## config.mk

```make
export PLATFORM = sky130hd
export DESIGN_NAME = decrypt_controller
export DESIGN_NICKNAME = d
export VERILOG_FILES = /design/src/rtl/decrypt_controller.sv
export SDC_FILE = /design/constraint.sdc
export NUM_CORES = 1
export LEC_CHECK = 0
export BUFFER_PORTS_ARGS = -buffer_cell sky130_fd_sc_hd__buf_2
export CORE_MARGIN = 5
export CORE_UTILIZATION = 40
export DETAILED_ROUTE_END_ITERATION = 12
export PLACE_DENSITY = 0.67
export SYNTH_ARGS = -nofsm -noshare
export SYNTH_HDL_FRONTEND = slang
export SYNTH_SLANG_ARGS = --single-unit
```

## constraint.sdc

```tcl
create_clock -name clock -period 2.1 [get_ports clock]
set_clock_uncertainty 0.1 [all_clocks]
set_input_delay 0.105 -clock clock [delete_from_list [all_inputs] [get_ports clock]]
set_output_delay 0.105 -clock clock [all_outputs]
set_load 0.01 [all_outputs]
```

## src/rtl/decrypt_controller.sv

```systemverilog
// Sequencing controller for the AES-128 inverse cipher. It expands the key
// when needed, then steps the datapath through the rounds with keys 10..0.
//
// state    | meaning
// ---------+-----------------------------------------------------------
// S_IDLE   | waiting for decrypt; init/key_load issued on start
// S_EXPAND | writing generated round keys 1..10 into the key RAM
// S_ADDKEY | initial AddRoundKey with round key 10
// S_ROUND  | full inverse rounds using keys 9..1
// S_FINAL  | last round without InvMixColumns, key 0
// S_OUTPUT | strobe plaintext into the output register
// S_DONE   | result valid; held until decrypt is withdrawn
module decrypt_controller (
  input  logic       clock,
  input  logic       reset,
  input  logic       decrypt,
  input  logic       new_key,
  input  logic       abort,
  output logic       init,
  output logic       key_load,
  output logic       key_we,
  output logic [3:0] key_addr,
  output logic       round_en,
  output logic       add_key_only,
  output logic       skip_mix,
  output logic       en_Dout,
  output logic       done,
  output logic       busy
);

  typedef enum logic [2:0] {
    S_IDLE, S_EXPAND, S_ADDKEY, S_ROUND, S_FINAL, S_OUTPUT, S_DONE
  } state_t;

  state_t     state_q, state_d;
  logic [3:0] count_q, count_d;
  logic       key_loaded_q, key_loaded_d;

  // Next-state logic and combinational output decode from state/count/inputs.
  always_comb begin
    state_d      = state_q;
    count_d      = count_q;
    key_loaded_d = key_loaded_q;
    init         = 1'b0;
    key_load     = 1'b0;
    key_we       = 1'b0;
    key_addr     = 4'd0;
    round_en     = 1'b0;
    add_key_only = 1'b0;
    skip_mix     = 1'b0;
    en_Dout      = 1'b0;
    done         = 1'b0;
    busy         = (state_q != S_IDLE) && (state_q != S_DONE);

    case (state_q)
      S_IDLE: begin
        // An abort here is ignored but still suppresses the start.
        if (decrypt && !abort) begin
          init = 1'b1;
          if (new_key || !key_loaded_q) begin
            key_load = 1'b1;
            count_d  = 4'd1;
            state_d  = S_EXPAND;
          end else begin
            count_d  = 4'd10;
            state_d  = S_ADDKEY;
          end
        end
      end
      S_EXPAND: begin
        key_we   = 1'b1;
        key_addr = count_q;
        if (count_q == 4'd10) begin
          key_loaded_d = 1'b1;
          state_d      = S_ADDKEY;
        end else begin
          count_d = count_q + 4'd1;
        end
      end
      S_ADDKEY: begin
        round_en     = 1'b1;
        add_key_only = 1'b1;
        key_addr     = 4'd10;
        count_d      = 4'd9;
        state_d      = S_ROUND;
      end
      S_ROUND: begin
        round_en = 1'b1;
        key_addr = count_q;
        if (count_q == 4'd1) begin
          count_d = 4'd0;
          state_d = S_FINAL;
        end else begin
          count_d = count_q - 4'd1;
        end
      end
      S_FINAL: begin
        round_en = 1'b1;
        skip_mix = 1'b1;
        state_d  = S_OUTPUT;
      end
      S_OUTPUT: begin
        en_Dout = 1'b1;
        state_d = S_DONE;
      end
      S_DONE: begin
        done = 1'b1;
        if (!decrypt) state_d = S_IDLE;
      end
      default: begin
        state_d = S_IDLE;
        count_d = 4'd0;
      end
    endcase

    // Abort wins over every normal transition; a partial expansion is discarded.
    if (abort && (state_q != S_IDLE)) begin
      state_d  = S_IDLE;
      count_d  = 4'd0;
      init     = 1'b0;
      key_load = 1'b0;
      key_we   = 1'b0;
      round_en = 1'b0;
      en_Dout  = 1'b0;
      if (state_q == S_EXPAND) key_loaded_d = 1'b0;
    end

    // Outputs read as zero for as long as reset is held, even with decrypt high.
    if (!reset) begin
      init         = 1'b0;
      key_load     = 1'b0;
      key_we       = 1'b0;
      key_addr     = 4'd0;
      round_en     = 1'b0;
      add_key_only = 1'b0;
      skip_mix     = 1'b0;
      en_Dout      = 1'b0;
      done         = 1'b0;
      busy         = 1'b0;
    end
  end

  // State, round counter and key-valid flag registers.
  always_ff @(posedge clock or negedge reset) begin
    if (!reset) begin
      state_q      <= S_IDLE;
      count_q      <= 4'd0;
      key_loaded_q <= 1'b0;
    end else begin
      state_q      <= state_d;
      count_q      <= count_d;
      key_loaded_q <= key_loaded_d;
    end
  end

endmodule

```

==> results.tsv, run 1 <==
metric	value	unit
standard-cell rows	17	
worst-case clock buffer depth	2	
#FFs+latches synth	8	
final setup vio count	0	
H-tree depth	1	
max incr delay on CP	0.47	ns
area growth from synthesis to layout	13.4	%
syn_nets	118	
GRT Total Usage	15.3	%
prevailing post-synth register cell	dfrtp_1	
RSZ-0062 raised after global routing	false	
worst-case vdd ir drop	0.894	mV
clock root buffer	clkbuf_4	
Core ar.	2150	um^2
switching share of power	51.3	%
Int Power	0.000668	W
yosys warns	0	
run status	finished clean	
CP Cell Sequence	inv_1 > ha_1 > and3b_1 > o211ai_1 > o21ai_0 > a221o_1	
Final Hold Viols	0	
critical-path maximum fanout	9	
DR pass1 iterations	4	
proportion of layout cells with a drive suffix above 1	22.6	%
worst-skew pair later-pin latency	0.26	ns
Die Wd	56.8	um
clock-pin transition on the worst setup and hold timing paths	0.06	ns
initial antenna violation count	0	
number of synthesized flops with an enable pin	0	
cell area after synthesis	877	um^2
crit start category	flip-flop	
CTS Sinks	8	
power share of the clock group	9.0	%
via count	901	
# IOs	18	
Tmin final	1.95	ns
die area	3230	um^2
Congestion Overflow GR	0	
RD Place Congestion	0.937	
I/O Buffers	17	
post-route core utilization	46.3	%
Iter 0 DRT Violations	36	
max-cap check violation count	0	
CP max stage cell	dfrtp_1	
worst path required time	2.14	ns
Seq/Total Area, Yosys	22.8	%
Initial Util	40.8	%
slew margin rel.	58.1	%
count of cell types in the netlist	47	
Synth async-reset ratio	100	%
final period utilization	92.9	%
sequential power share	30.6	%
Antenna Nets Post-Route	0	
DRC	0	
Slew @ Worst Pin	0.628	ns
drt total wl	2340	um
crit path capture type	flip-flop	
Inserted Diodes	0	
Fin Setup TNS	0	ns
Psw	0.000704	W
Leak	0.458	nW
crit path DAT	1.99	ns
Power Dens Cells	1380	nW/um^2
Inserted Clock Buffers	3	
Comb pwr share	60.4	%
CP delay by family, top	compound AO/OA/AOI/OAI gates	
die height	56.8	um
Max Freq	512	MHz
critical path buffer and inverter count	1	
vias in the first global route	886	
WL per Instance	15.4	um
vias per cell	5.93	
Setup CP Type	reg -> reg	
Mapped Avg Cell Area	8.05	um^2
CTS tree	done	
Hold Crit Class	in -> reg	
Synth Instances	109	
post-detail-place hpwl	1730	um
NumNets Final	135	
largest net degree at the start of global routing	20	
global-route wire length before repair	3980	um
Slew Viols, Final	0	
==> power groups by stage <==
stage	clock [W]	combinational (W)	sequential (W)
after detailed placement	0	0.000806	0.000414
after floorplan	0	0.000755	0.000278
after global placement	0	0.000794	0.000406
after global routing	0.000140	0.000912	0.000436
final	0.000124	0.000828	0.000420
after CTS	0.000130	0.000815	0.000409
==> synthesized netlist by cell type, types with 3 or more instances <==
| cell type | count | area, um^2 |
|---|---|---|
| inv_1 | 6 | 22.5 |
| ha_1 | 4 | 50.1 |
| dfrtp_1 | 8 | 200 |
| a21oi_1 | 7 | 35.0 |
| nand2b_1 | 4 | 25.0 |
| or2_1 | 3 | 18.8 |
| o21ai_0 | 5 | 25.0 |
| buf_2 | 4 | 20.0 |
| nor2_1 | 9 | 33.8 |
| nand2_1 | 10 | 37.5 |
| nor2b_1 | 3 | 18.8 |
| o22ai_1 | 3 | 18.8 |
==> worst paths after layout <==
path | to | start | cells past startpoint | slack [ns]
max reg2reg | count_q[3] | count_q[0] | 6 | 0.15
min in group asynchronous | state_q[0] | reset | 2 | 0.17
max in group asynchronous | count_q[0] | reset | 2 | 1.49
min reg2reg | flip-flop | flip-flop | 2 | 0.53
min | state_q[2] | abort | 2 | 0.08
max | count_q[3] | count_q[0] | 6 | 0.15
==> cells by family (layout without fill, tap and decap cells) <==
kind of cell | Yosys count | count (layout) | share of synthesized area, %
buf+inv | 14 | 29 | 7.85
simple gates | 47 | 47 | 31.7
flops | 8 | 8 | 22.8
compound gates | 33 | 33 | 28.7
mux | 2 | 2 | 2.28
xor+xnor | 1 | 1 | 0.999
fa+ha+maj | 4 | 4 | 5.71
==> layer usage <==
| layer | wire length [um] | track usage (%) | vias to the layer above |
|---|---|---|---|
| met5 | 0 | 0 | - |
| met4 | 58 | 7.28 | 0 |
| met3 | 116 | 5.29 | 10 |
| met2 | 1110 | 23.6 | 34 |
| met1 | 1060 | 19.0 | 424 |
| li1 | - | - | 433 |
==> cells in the final DEF (no fill, tap or decap), types with 2 or more instances in the layout <==
cell type / netlist / layout
o21ai_0: 5 / 5
a22o_1: 2 / 2
or2_1: 3 / 3
ha_1: 4 / 4
and3b_1: 2 / 2
a22oi_1: 2 / 2
buf_2: 4 / 17
nor2_1: 9 / 9
and4_1: 2 / 2
dfrtp_1: 8 / 8
a21oi_1: 7 / 7
or3_1: 2 / 2
o211ai_1: 2 / 2
nand2b_1: 4 / 4
inv_1: 6 / 6
o22ai_1: 3 / 3
and3_1: 2 / 2
nand2_1: 10 / 10
clkbuf_4: 0 / 3
mux2i_1: 2 / 2
nor2b_1: 3 / 3
==> repair_timing <==
| item | in CTS | in global routing |
|---|---|---|
| endpoints found under the hold margin | 8 | 0 |
| buffers inserted | 0 | 0 |
| gates resized for setup | 0 | 0 |
| hold buffers | 1 | 0 |
==> area by class of cell <==
type                    instances  area [um^2]
fillers                       212         1150
multi-input cells              87          608
well taps                      28         35.0
inverters                       7         26.3
flip-flops and latches          8          200
clock buffers                   3         22.5
repair buffers                 19          103
==> stage by stage <==
stage / area (um^2) / setup WS [ns] / cells / total power [W] / hold slack [ns]
6_report: 995 / 0.149 / 152 / 0.00137 / 0.0790
5_1_grt: 995 / 0.0246 / 152 / 0.00149 / 0.0870
4_1_cts: 995 / 0.167 / 152 / 0.00135 / 0.0620
3_5_place_dp: 962 / 0.203 / 148 / 0.00122 / -0.0903
3_3_place_gp: 962 / 0.263 / 148 / 0.00120 / -0.0907
2_1_floorplan: 877 / 0.351 / 109 / 0.00103 / -0.291
Note: power is estimated with default switching activity, not from simulation.
==> inputs of run 2 (changes only) <==
Settings changed: CELL_PAD_IN_SITES_DETAIL_PLACEMENT set to 0, CELL_PAD_IN_SITES_GLOBAL_PLACEMENT set to 1, CORE_UTILIZATION 40 to 39, PLACE_DENSITY 0.67 to 0.84.
==> run 2 against run 1 <==
  * Register-to-register slack improved by 0.05 ns
  * Via count up 0.11%
  * Largest power group unchanged
  * Die area rose by 2.1%
  * Worst hold slack improved by 0.023 ns
==> results.tsv, run 2 (synthesis results as in run 1) <==
metric	value	unit	change
Antenna Nets Post-Route	0		unchanged
Initial Util	40.4	%	-0.40 points
internal reg-to-reg setup slack	0.20	ns	+0.05 ns
vias per cell	5.93		+0.11%
dpl cells	148		unchanged
critical path buffer and inverter count	1		unchanged
Inserted Diodes	0		unchanged
Die Wd	57.4	um	+1.1%
Fin Setup TNS	0	ns	unchanged
met3 wire length	140	um	+21%
worst-case vdd ir drop	0.564	mV	-37%
Hold Crit Class	in -> reg		
clock-pin transition on the worst setup and hold timing paths	0.06	ns	about the same
FF/Latch Area	201	um^2	+0.62%
global-route wire length before repair	4270	um	+7.3%
final setup vio count	0		unchanged
Slew @ Worst Pin	0.579	ns	-0.0493 ns
hold path startpoint	abort		
NumNets Final	135		unchanged
highest metal used	met4		
drt total wl	2460	um	+4.9%
Tmin final	1.90	ns	-0.0541 ns
Slew Viols, Final	0		unchanged
clock root buffer	clkbuf_4		
worst-skew pair later-pin latency	0.26	ns	about the same
Max Freq	527	MHz	+2.8%
post-detail-place hpwl	1760	um	+1.6%
CP delay by family, top	compound AO/OA/AOI/OAI gates		
run status	finished clean		
max incr delay on CP	0.44	ns	-0.03 ns
GRT Total Usage	16.5	%	+1.1 points
die area	3300	um^2	+2.1%
Finished Layout Cells	152		unchanged
I/O Buffers	17		unchanged
Inserted Clock Buffers	3		unchanged
Iter 0 DRT Violations	50		+39%
R2R cell count	6		unchanged
DR pass1 iterations	4		unchanged
H-tree depth	1		unchanged
Congestion Overflow GR	0		unchanged
CP Cell Sequence	inv_1 > ha_1 > and3b_1 > o211ai_1 > o21ai_0 > a221o_1		
proportion of layout cells with a drive suffix above 1	23.4	%	+0.81 points
crit path DAT	1.94	ns	-0.05 ns
Power Dens Cells	1370	nW/um^2	-0.42%
vias in the first global route	915		+3.3%
Setup CP Type	reg -> reg		
initial antenna violation count	0		unchanged
# IOs	18		unchanged
reg2reg start	count_q[0]		
worst path required time	2.14	ns	about the same
hold endpoint	state_q[2]		
standard-cell rows	17		unchanged
largest net degree at the start of global routing	18		-10%
DRC	0		unchanged
crit path capture type	flip-flop		
Routed met1 length	1100	um	+3.3%
hold depth	2		unchanged
WL per Instance	16.2	um	+4.9%
RSZ-0062 raised after global routing	false		
Core ar.	2170	um^2	+0.99%
max-cap check violation count	0		unchanged
via count	902		+0.11%
CP max stage cell	dfrtp_2		
critical-path maximum fanout	9		unchanged
final period utilization	90.4	%	-2.6 points
Leak	0.456	nW	-0.35%
met2 wire length	1150	um	+4.2%
Fill cells	239		+13%
die height	57.4	um	+1.1%
slew margin rel.	61.4	%	+3.3 points
Post-CTS Setup Repair Bufs	0		unchanged
commonest non-fill, non-tap cells in the layout	buf_2 (17), nand2_1 (10), nor2_1 (9), a21oi_1 (7), dfrtp_1 (7)		
CTS tree	done		
worst-case clock buffer depth	2		unchanged
commonest non-fill, non-tap cell in the layout	buf_2		
crit start category	flip-flop		
CTS Sinks	8		unchanged
RD Place Congestion	0.894		-4.6%
reg2reg end	count_q[3]		
area growth from synthesis to layout	13.6	%	
Multi-input gate area	608	um^2	unchanged
Final Hold Viols	0		unchanged
==> run 2: changes by cell type in the layout (fill, tap and decap cells not counted) <==
| cell | delta |
|---|---|
| dfrtp_1 | -1 |
| dfrtp_2 | +1 |
==> run 2: worst max-delay path by stage <==
stage,slack (ns),depth (start not counted),from,to
floorplan,0.35,6,count_q[0],count_q[3]
global placement,0.24,6,count_q[1],count_q[2]
detailed placement,0.18,6,count_q[0],count_q[3]
CTS,0.14,6,count_q[0],count_q[3]
global route,0.07,6,count_q[0],count_q[3]
finish,0.20,6,count_q[0],count_q[3]
==> run 2: repair_timing <==
item	in CTS	in global routing
hold buffers	1	0
gates resized for setup	0	1
hold endpoints to repair	8	0
endpoints found under the setup margin	0	1
==> run 2: final cells by class <==
class / count / area share (%)
tap: 28 / 3.52
sequential: 8 / 20.2
timing repair buffer: 19 / 10.3
clock buffer: 3 / 2.26
multi-input combinational: 87 / 61.1
inverter: 7 / 2.64
==> run 2: metal layers <==
metal,vias to the layer above,track usage (%)
met3,9,4.75
met5,-,0
met2,30,27.3
met4,0,8.61
met1,430,19.0
li1,433,-
==> run 2: where the power goes <==
part	switching [W]	internal, W
sequential	0.000189	0.000221
clock	0.0000584	0.0000658
combinational	0.000449	0.000384
==> run 2: per-stage QoR <==
| stage | power [W] | setup slack (ns) | hold WS (ns) | util (%) | area [um^2] |
|---|---|---|---|---|---|
| 6_report | 0.00137 | 0.203 | 0.102 | 45.9 | 996 |
| 5_1_grt | 0.00150 | 0.0670 | 0.128 | 45.9 | 996 |
| 4_1_cts | 0.00136 | 0.142 | 0.0916 | 45.8 | 995 |
| 3_5_place_dp | 0.00121 | 0.181 | -0.0886 | 44.3 | 962 |
| 3_3_place_gp | 0.00121 | 0.236 | -0.0891 | 44.3 | 962 |
| 2_1_floorplan | 0.00103 | 0.351 | -0.291 | - | 877 |
